`src/rtl/pwm_multichannel_buffered.sv`:
```
// pwm_multichannel_buffered
// N-channel PWM generator with a runtime period, a clock prescaler, and
// shadowed level/period registers. Shadow values are copied into the active
// registers at each period wrap, so an update never produces a runt pulse.
// Edge-aligned (sawtooth) and center-aligned (triangle) counting are both
// supported. While the generator is disabled, the active registers follow the
// shadow registers, so the first period after enabling uses the latest values.
module pwm_multichannel_buffered #(
  parameter int NUM_CHANNELS   = 8,
  parameter int LEVEL_WIDTH    = 8,
  parameter int PRESCALE_WIDTH = 8,
  parameter int ADDR_WIDTH     = 5
) (
  input  logic                    clk,
  input  logic                    reset,
  input  logic                    wr_en,
  input  logic [ADDR_WIDTH-1:0]   wr_addr,
  input  logic [LEVEL_WIDTH-1:0]  wr_data,
  output logic [NUM_CHANNELS-1:0] pwm_out,
  output logic                    period_tick
);

  localparam logic [ADDR_WIDTH-1:0]     ADDR_PERIOD   = ADDR_WIDTH'(NUM_CHANNELS);
  localparam logic [ADDR_WIDTH-1:0]     ADDR_PRESCALE = ADDR_WIDTH'(NUM_CHANNELS + 1);
  localparam logic [ADDR_WIDTH-1:0]     ADDR_CTRL     = ADDR_WIDTH'(NUM_CHANNELS + 2);
  localparam logic [LEVEL_WIDTH-1:0]    CNT_ONE       = LEVEL_WIDTH'(1);
  localparam logic [PRESCALE_WIDTH-1:0] PRE_ONE       = PRESCALE_WIDTH'(1);

  // Global configuration and timebase state
  logic [LEVEL_WIDTH-1:0]    shadow_period_q, shadow_period_d;
  logic [LEVEL_WIDTH-1:0]    active_period_q, active_period_d;
  logic [PRESCALE_WIDTH-1:0] prescale_q, prescale_d;
  logic                      enable_q, enable_d;
  logic                      center_q, center_d;
  logic [LEVEL_WIDTH-1:0]    counter_q, counter_d;
  logic                      dir_down_q, dir_down_d;
  logic [PRESCALE_WIDTH-1:0] pre_cnt_q, pre_cnt_d;
  logic                      period_tick_q, period_tick_d;
  logic [NUM_CHANNELS-1:0]   pwm_q, pwm_d;

  // Decoded strobes and timebase events
  logic wr_period;
  logic wr_prescale;
  logic wr_ctrl;
  logic tick;
  logic wrap;
  logic load_active;
  logic center_change;

  // Write decode for the global registers. Prescale and control take effect
  // immediately. The period is only staged in its shadow register.
  always_comb begin
    wr_period       = wr_en && (wr_addr == ADDR_PERIOD);
    wr_prescale     = wr_en && (wr_addr == ADDR_PRESCALE);
    wr_ctrl         = wr_en && (wr_addr == ADDR_CTRL);
    shadow_period_d = wr_period ? wr_data : shadow_period_q;
    prescale_d      = wr_prescale ? PRESCALE_WIDTH'(wr_data) : prescale_q;
    enable_d        = wr_ctrl ? wr_data[0] : enable_q;
    center_d        = wr_ctrl ? wr_data[1] : center_q;
    center_change   = (center_d != center_q);
  end

  // Prescaler and up/up-down counter. A wrap is the commit point for the shadows.
  always_comb begin
    counter_d  = counter_q;
    dir_down_d = dir_down_q;
    pre_cnt_d  = pre_cnt_q;
    wrap       = 1'b0;
    // '>=' rather than '==' so that lowering S below the running count
    // still produces a tick instead of stalling until the count wraps.
    tick       = (pre_cnt_q >= prescale_q);
    if (!enable_d || center_change) begin
      // Disabled, or the mode changed: park the timebase at the start of a
      // period without signalling a wrap.
      counter_d  = '0;
      dir_down_d = 1'b0;
      pre_cnt_d  = '0;
    end else if (tick) begin
      pre_cnt_d = '0;
      if (active_period_q == '0) begin
        counter_d  = '0;
        dir_down_d = 1'b0;
        wrap       = 1'b1;
      end else if (!center_q) begin
        if (counter_q >= active_period_q) begin
          counter_d = '0;
          wrap      = 1'b1;
        end else begin
          counter_d = counter_q + CNT_ONE;
        end
      end else if (!dir_down_q) begin
        if (counter_q >= active_period_q) begin
          counter_d  = active_period_q - CNT_ONE;
          dir_down_d = 1'b1;
        end else begin
          counter_d = counter_q + CNT_ONE;
        end
      end else begin
        // The bottom of the triangle is the period boundary. Zero is visited
        // exactly once per period, and counting resumes at 1.
        if (counter_q == '0) begin
          counter_d  = CNT_ONE;
          dir_down_d = 1'b0;
          wrap       = 1'b1;
        end else begin
          counter_d = counter_q - CNT_ONE;
        end
      end
    end else begin
      pre_cnt_d = pre_cnt_q + PRE_ONE;
    end
  end

  // Commit the shadows on a wrap, and follow them continuously while disabled
  // (either side of an enable write) so that enabling starts with fresh values.
  always_comb begin
    load_active     = wrap || !enable_q || !enable_d;
    active_period_d = load_active ? shadow_period_d : active_period_q;
    period_tick_d   = wrap;
  end

  // Global state registers with synchronous reset
  always_ff @(posedge clk) begin
    if (reset) begin
      shadow_period_q <= '1;
      active_period_q <= '1;
      prescale_q      <= '0;
      enable_q        <= 1'b0;
      center_q        <= 1'b0;
      counter_q       <= '0;
      dir_down_q      <= 1'b0;
      pre_cnt_q       <= '0;
      period_tick_q   <= 1'b0;
      pwm_q           <= '0;
    end else begin
      shadow_period_q <= shadow_period_d;
      active_period_q <= active_period_d;
      prescale_q      <= prescale_d;
      enable_q        <= enable_d;
      center_q        <= center_d;
      counter_q       <= counter_d;
      dir_down_q      <= dir_down_d;
      pre_cnt_q       <= pre_cnt_d;
      period_tick_q   <= period_tick_d;
      pwm_q           <= pwm_d;
    end
  end

  // Per-channel shadow/active level pair and compare
  generate
    for (genvar gi = 0; gi < NUM_CHANNELS; gi++) begin : g_chan
      logic [LEVEL_WIDTH-1:0] shadow_level_q, shadow_level_d;
      logic [LEVEL_WIDTH-1:0] active_level_q, active_level_d;
      logic                   wr_level;

      // Level write, with write-through into the active copy on a commit edge
      always_comb begin
        wr_level       = wr_en && (wr_addr == ADDR_WIDTH'(gi));
        shadow_level_d = wr_level ? wr_data : shadow_level_q;
        active_level_d = load_active ? shadow_level_d : active_level_q;
      end

      // The output compares the present counter with the present active level,
      // so pwm_out lags the counter by exactly one clock.
      assign pwm_d[gi] = enable_d && (counter_q < active_level_q);

      // Level registers with synchronous reset
      always_ff @(posedge clk) begin
        if (reset) begin
          shadow_level_q <= '0;
          active_level_q <= '0;
        end else begin
          shadow_level_q <= shadow_level_d;
          active_level_q <= active_level_d;
        end
      end
    end
  endgenerate

  assign pwm_out     = pwm_q;
  assign period_tick = period_tick_q;

endmodule

```
`config.mk`:
```
export PLATFORM = sky130hd
export DESIGN_NAME = pwm_multichannel_buffered
export DESIGN_NICKNAME = d
export VERILOG_FILES = /design/src/rtl/pwm_multichannel_buffered.sv
export SDC_FILE = /design/constraint.sdc
export NUM_CORES = 1
export LEC_CHECK = 0
export ABC_AREA = 1
export BUFFER_PORTS_ARGS = -buffer_cell sky130_fd_sc_hd__buf_2
export CORE_MARGIN = 2
export CORE_UTILIZATION = 35
export CTS_BUF_LIST = sky130_fd_sc_hd__clkbuf_16
export CTS_CLUSTER_DIAMETER = 60
export CTS_CLUSTER_SIZE = 20
export DETAILED_ROUTE_END_ITERATION = 6
export PLACE_DENSITY = 0.53
export SYNTH_ARGS = -nofsm -noshare
export SYNTH_HDL_FRONTEND = slang
export SYNTH_SLANG_ARGS = --single-unit
```
`constraint.sdc`:
```
create_clock -name clk -period 4.5 [get_ports clk]
set_input_delay 0.225 -clock clk [delete_from_list [all_inputs] [get_ports clk]]
set_output_delay 0.225 -clock clk [all_outputs]
set_load 0.01 [all_outputs]
```
## Word-level counts from Yosys, hierarchy flattened

Index checks and enable logic that the tools add are counted.

- Reductions and logical operators: 31
- Multiplexer cells: 28
- $lt $le $gt $ge: 10
- Equal/unequal tests: 11
- $add $sub $neg: 4

Operators with widths:

| kind | number |
|---|---|
| $mux W8 | 15 |
| $lt A8 B8 Y1 | 8 |
| $eq A5 B3 Y1 const B | 4 |
| $logic_and A1 B1 Y1 | 19 |
| $add A8 B1 Y8 const B | 2 |
| $ge A8 B8 Y1 | 2 |
| $logic_not A8 Y1 | 2 |
| $sub A8 B1 Y8 const B | 2 |
| $eq A5 B4 Y1 const B | 3 |
| $mux W1 | 13 |
| $eq A5 B2 Y1 const B | 2 |
| $eq A5 B1 Y1 const B | 1 |
| $logic_not A5 Y1 | 1 |
| $logic_or A1 B1 Y1 | 3 |
| $reduce_or A3 Y1 | 1 |
| $logic_not A1 Y1 | 2 |
| $reduce_and A2 Y1 | 1 |
| $reduce_bool A2 Y1 | 1 |
| $reduce_or A2 Y1 | 1 |
| $ne A1 B1 Y1 | 1 |

- Register bits: 180

## Depth between registers and ports, before layout

- Depth after elaboration: 9
- Depth in mapped cells: 18
- Gate-level depth less buffers: 15

## Worst setup path before layout

OpenSTA, ideal clock, no wires.

- Path type: reg-to-reg
- Start: register counter_q[0]
- End: register g_chan[0].active_level_q[7]
- Clock period less this slack: 2.156 ns
- Data arrival time: 2.041 ns
- Slack: 2.344 ns
- Required time: 4.385 ns
- Path buffers: 3
- Cell stages (with the launch flop): 17
- Cell sequence: dfxtp_1 -> clkbuf_1 -> inv_1 -> ha_1 -> nand2_1 -> nand3_1 -> nand2_1 -> nand2_1 -> nand2_1 -> nand2_1 -> nand2_1 -> nand2_1 -> nand3_2 -> buf_6 -> buf_4 -> a21oi_1 -> nor2_1

- Cells in the longest elaborated chain, start to end: 9

RTL lines:

| element | RTL line | RTL |
|---|---|---|
| start, declared | 35 | `logic [LEVEL_WIDTH-1:0] counter_q, counter_d;` |
| start signal, assigned | 141 | `counter_q <= counter_d;` |
| parallel branches: the longest is 3 deep, another holds $ge A8 B8 Y1 | -- |  |
| $mux W1 * | 84 | `end else if (!center_q) begin` |
| $mux W1 * | 80 | `if (active_period_q == '0) begin` |
| $mux W1 * | 78 | `end else if (tick) begin` |
| $mux W1 * | 72 | `if (!enable_d \|\| center_change) begin` |
| $logic_or A1 B1 Y1 * (2 in a row) | 117 | `load_active = wrap \|\| !enable_q \|\| !enable_d;` |
| end signal, assigned | 174 | `active_level_q <= active_level_d;` |
| end, declared | 153 | `logic [LEVEL_WIDTH-1:0] active_level_q, active_level_d;` |

Mark *: on every way between the ends.
A chain may end at the register's enable or synchronous reset.

## Worst setup path after layout

- Start: register counter_q[0]
- End: register g_chan[6].active_level_q[5]

- Cells in the longest elaborated chain, start to end: 9

RTL lines:

| element | RTL line |
|---|---|
| parallel branches: the longest is 3 deep, another holds $ge A8 B8 Y1 | -- |
| $mux W1 * | 84 |
| $mux W1 * | 80 |
| $mux W1 * | 78 |
| $mux W1 * | 72 |
| $logic_or A1 B1 Y1 * (2 in a row) | 117 |
| end signal, assigned | 174 |
| end, declared | 153 |

Marked as above.

==> impl_metrics.env <==
export IMPL_cts_tree="built"
export IMPL_clock_latency_ps=440
export IMPL_cpLargestDelayFamily="simple AND/OR/NAND/NOR gates"
export IMPL_place_inst=1719
export IMPL_n_antenna_cell=0
export IMPL_wl_per_cell_um=13.7
export IMPL_setup_viol_count_final=0
export IMPL_maxCapViolCount=0
export IMPL_drt_first_pass_iters=5
export IMPL_crit_fanout=61
export IMPL_comb_power_share_pct=5.9
export IMPL_htreeDepth=4
export IMPL_grt_overflow_total=0
export IMPL_synth_seq_area_share_pct=37.6
export IMPL_cts_resized=0
export IMPL_pin_count=25
export IMPL_dp_slack_ps=1290
export IMPL_worst_pin_slew_ps=879
export IMPL_clk_pin_slew_ps=70
export IMPL_drc=0
export IMPL_dp_hpwl_mm=15.1
export IMPL_vias=8117
export IMPL_leakage_uw=0.00531
export IMPL_cts_setup_buffers=0
export IMPL_setup_ws_ps=1270
export IMPL_rsz0062_at_grt="no"
export IMPL_drv_slew=0
export IMPL_hold_viol_final=0
export IMPL_syn2layout_area_growth_pct=9.02
export IMPL_detail_route_wirelength_mm=23.9
export IMPL_dpl_cell_area_mm2=0.00991
export IMPL_sw_frac_of_total_pct=25.5
export IMPL_crit_required_ps=4830
export IMPL_grt_pass1_vias=7517
export IMPL_synth_cell_types=29
export IMPL_fin_setup_tns_ps=0
export IMPL_skew_ps=13.3
export IMPL_die_x_um=169
export IMPL_synth_ff_type="dfxtp_1"
export IMPL_cts_hold_buf=0
export IMPL_synth_area_mm2=0.00957
export IMPL_antenna_found_initial=0
export IMPL_path_class="reg2reg"
export IMPL_cpPeakStageDelay_ps=590
export IMPL_crit_top_cell="nand2_1"
export IMPL_core_rowCount=60
export IMPL_min_period_over_period_pct=71.8
export IMPL_hold_class="in2reg"
export IMPL_p_switching_uw=816
export IMPL_final_layout_size_suffix_gt1_share_pct=5.89
export IMPL_critical_path_buf_inv_count=2
export IMPL_p_int_uw=2380
export IMPL_cp_slowest_cell="dfxtp_1"
export IMPL_die_h_um=169
export IMPL_fin_nets=1490
export IMPL_p_clk_share_pct=43.4
export IMPL_yosys_warnings=0
export IMPL_synth_edff_count=0
export IMPL_status="completed"
export IMPL_period_minus_slack_ps=3230
export IMPL_max_freq_mhz=309
export IMPL_cp_end_kind="register"
export IMPL_clockBufferDepth=2
export IMPL_synthArstFlopShare_pct=0
export IMPL_relSlewSlack_pct=41.4
export IMPL_crit_arrival_ps=3560
export IMPL_synth_ff_latch_count=180
export IMPL_grt_max_degree=70
export IMPL_die_area_mm2=0.0287
export IMPL_p_seq_share_pct=50.7
export IMPL_vdd_drop_max_mv=0.258
export IMPL_finalNonFillerCells=1751
export IMPL_via_per_inst=4.64
export IMPL_final_area_mm2=0.0104
export IMPL_cp_start_kind="register"
export IMPL_cts_buffers=17
export IMPL_globalRouteTotalUtil_pct=17.6
export IMPL_postSynthCellCount=1407
export IMPL_root_buffer="clkbuf_16"
export IMPL_core_area_mm2=0.0269
export IMPL_powerDensity_mw_per_mm2=307
export IMPL_cts_sinks=180
export IMPL_syn_num_nets=1500
export IMPL_port_buffers=24
export IMPL_start_util_pct=35.6
export IMPL_drt_iter0_drc=469
export IMPL_grt_pass1_wl_mm=39.8
export IMPL_gp_congestion=0.852
export IMPL_crit_path_cell_trace="inv_1 -> ha_1 -> nand2_1 -> nand3_1 -> nand2_1 -> nand2_1 -> nand2_1 -> nand2_1 -> nand2_1 -> nand2_1 -> nand3_4 -> buf_4 -> a21oi_1 -> nor2_1"
export IMPL_syn_area_per_cell_um2=6.80
export IMPL_drt_antenna_violating_nets=0
-- worst paths after layout --
path,start,to,slack (ps),cells past startpoint
max,counter_q[0],g_chan[6].active_level_q[5],1270,14
min,wr_addr[3],prescale_q[0],200,5
max reg2reg,counter_q[0],g_chan[6].active_level_q[5],1270,14
min reg2reg,shadow_period_q[7],shadow_period_q[7],470,2
-- worst register-to-register path: stages (launching register included) --
cell     delay (ps)
dfxtp_1         590
inv_1           210
ha_1            320
nand2_1          50
nand3_1          80
nand2_1          50
nand2_1          50
nand2_1          90
nand2_1         180
nand2_1          80
nand2_1         100
nand3_4         590
buf_4           510
a21oi_1         170
nor2_1           60
-- registers in the layout (all words and copies together), names as in the netlist --
signal and count:
pre_cnt_q 8, prescale_q 8, counter_q 8, center_q 1
active_period_q 8, shadow_period_q 8, period_tick 1, pwm_out 8
g_chan.active_level_q 64, g_chan.shadow_level_q 64, enable_q 1, dir_down_q 1
-- power groups by stage --
stage | clock [uW] | sequential (uW) | combinational (uW)
6_report | 1390 | 1620 | 190
5_1_grt | 1490 | 1620 | 220
4_1_cts | 1430 | 1620 | 192
3_5_place_dp | 0 | 1660 | 191
3_3_place_gp | 0 | 1660 | 189
2_1_floorplan | 0 | 1660 | 135
-- Yosys cell counts (5+ instances only) --
library cell  instances  share of area, %
nand2_1             273                11
inv_1               251               9.8
dfxtp_1             180                38
nor2_1              177               6.9
nand3_1             130               6.8
a21oi_1             107               5.6
o21ai_0              90               4.7
ha_1                 77                10
clkbuf_1             46               1.8
xor2_1               10              0.91
buf_6                 8              0.94
nand4_1               8              0.52
a21o_1                7              0.55
buf_4                 6              0.47
nor3_1                6              0.31
inv_2                 5              0.20
-- per-stage QoR --
step	util (%)	power [uW]	hold WS, ps
6_report	38.8	3200	198
5_1_grt	38.8	3330	220
4_1_cts	38.8	3240	188
3_5_place_dp	36.9	1850	455
3_3_place_gp	36.9	1850	449
2_1_floorplan	-	1790	435
-- routing by layer --
metal  track usage, %  share of wire [%]
met5                0                  0
met4             4.72                1.4
met3             2.36                2.7
met2             28.8                 44
met1             24.5                 52
-- logic make-up after synthesis --
kind of cell,after synthesis,synth area share [%]
compound gates,211,11.4
xor+xnor,12,1.10
fa+ha+maj,77,10.1
buf+inv,322,13.5
flops,180,37.6
simple gates,605,26.3
-- cells in the final DEF, fill, tap and decap left out --
master / n
a21o_1: 7
a21oi_1: 107
a22oi_1: 1
buf_12: 1
buf_2: 24
buf_4: 12
clkbuf_16: 17
clkinv_1: 2
clkinv_2: 1
clkinv_4: 2
clkinvlp_4: 2
dfxtp_1: 180
ha_1: 77
inv_1: 252
inv_2: 5
inv_4: 1
inv_6: 6
nand2_1: 273
nand2_2: 3
nand3_1: 130
nand3_4: 1
nand4_1: 8
nor2_1: 177
nor2_2: 2
nor2_4: 3
nor3_1: 6
nor3b_2: 1
o211ai_1: 3
o21a_1: 2
o21ai_0: 90
o21ai_2: 1
or2_2: 1
xnor2_1: 2
xor2_1: 10
-- area by class of cell --
class	instances	area, um^2
Multi-Input combinational cell	905	4680
Clock inverter	15	105
Inverter	256	963
Timing Repair Buffer	37	230
Tap cell	341	427
Clock buffer	17	425
Sequential cell	180	3600
Fill cell	2889	16400
Note: power is estimated with default switching activity, not from simulation.
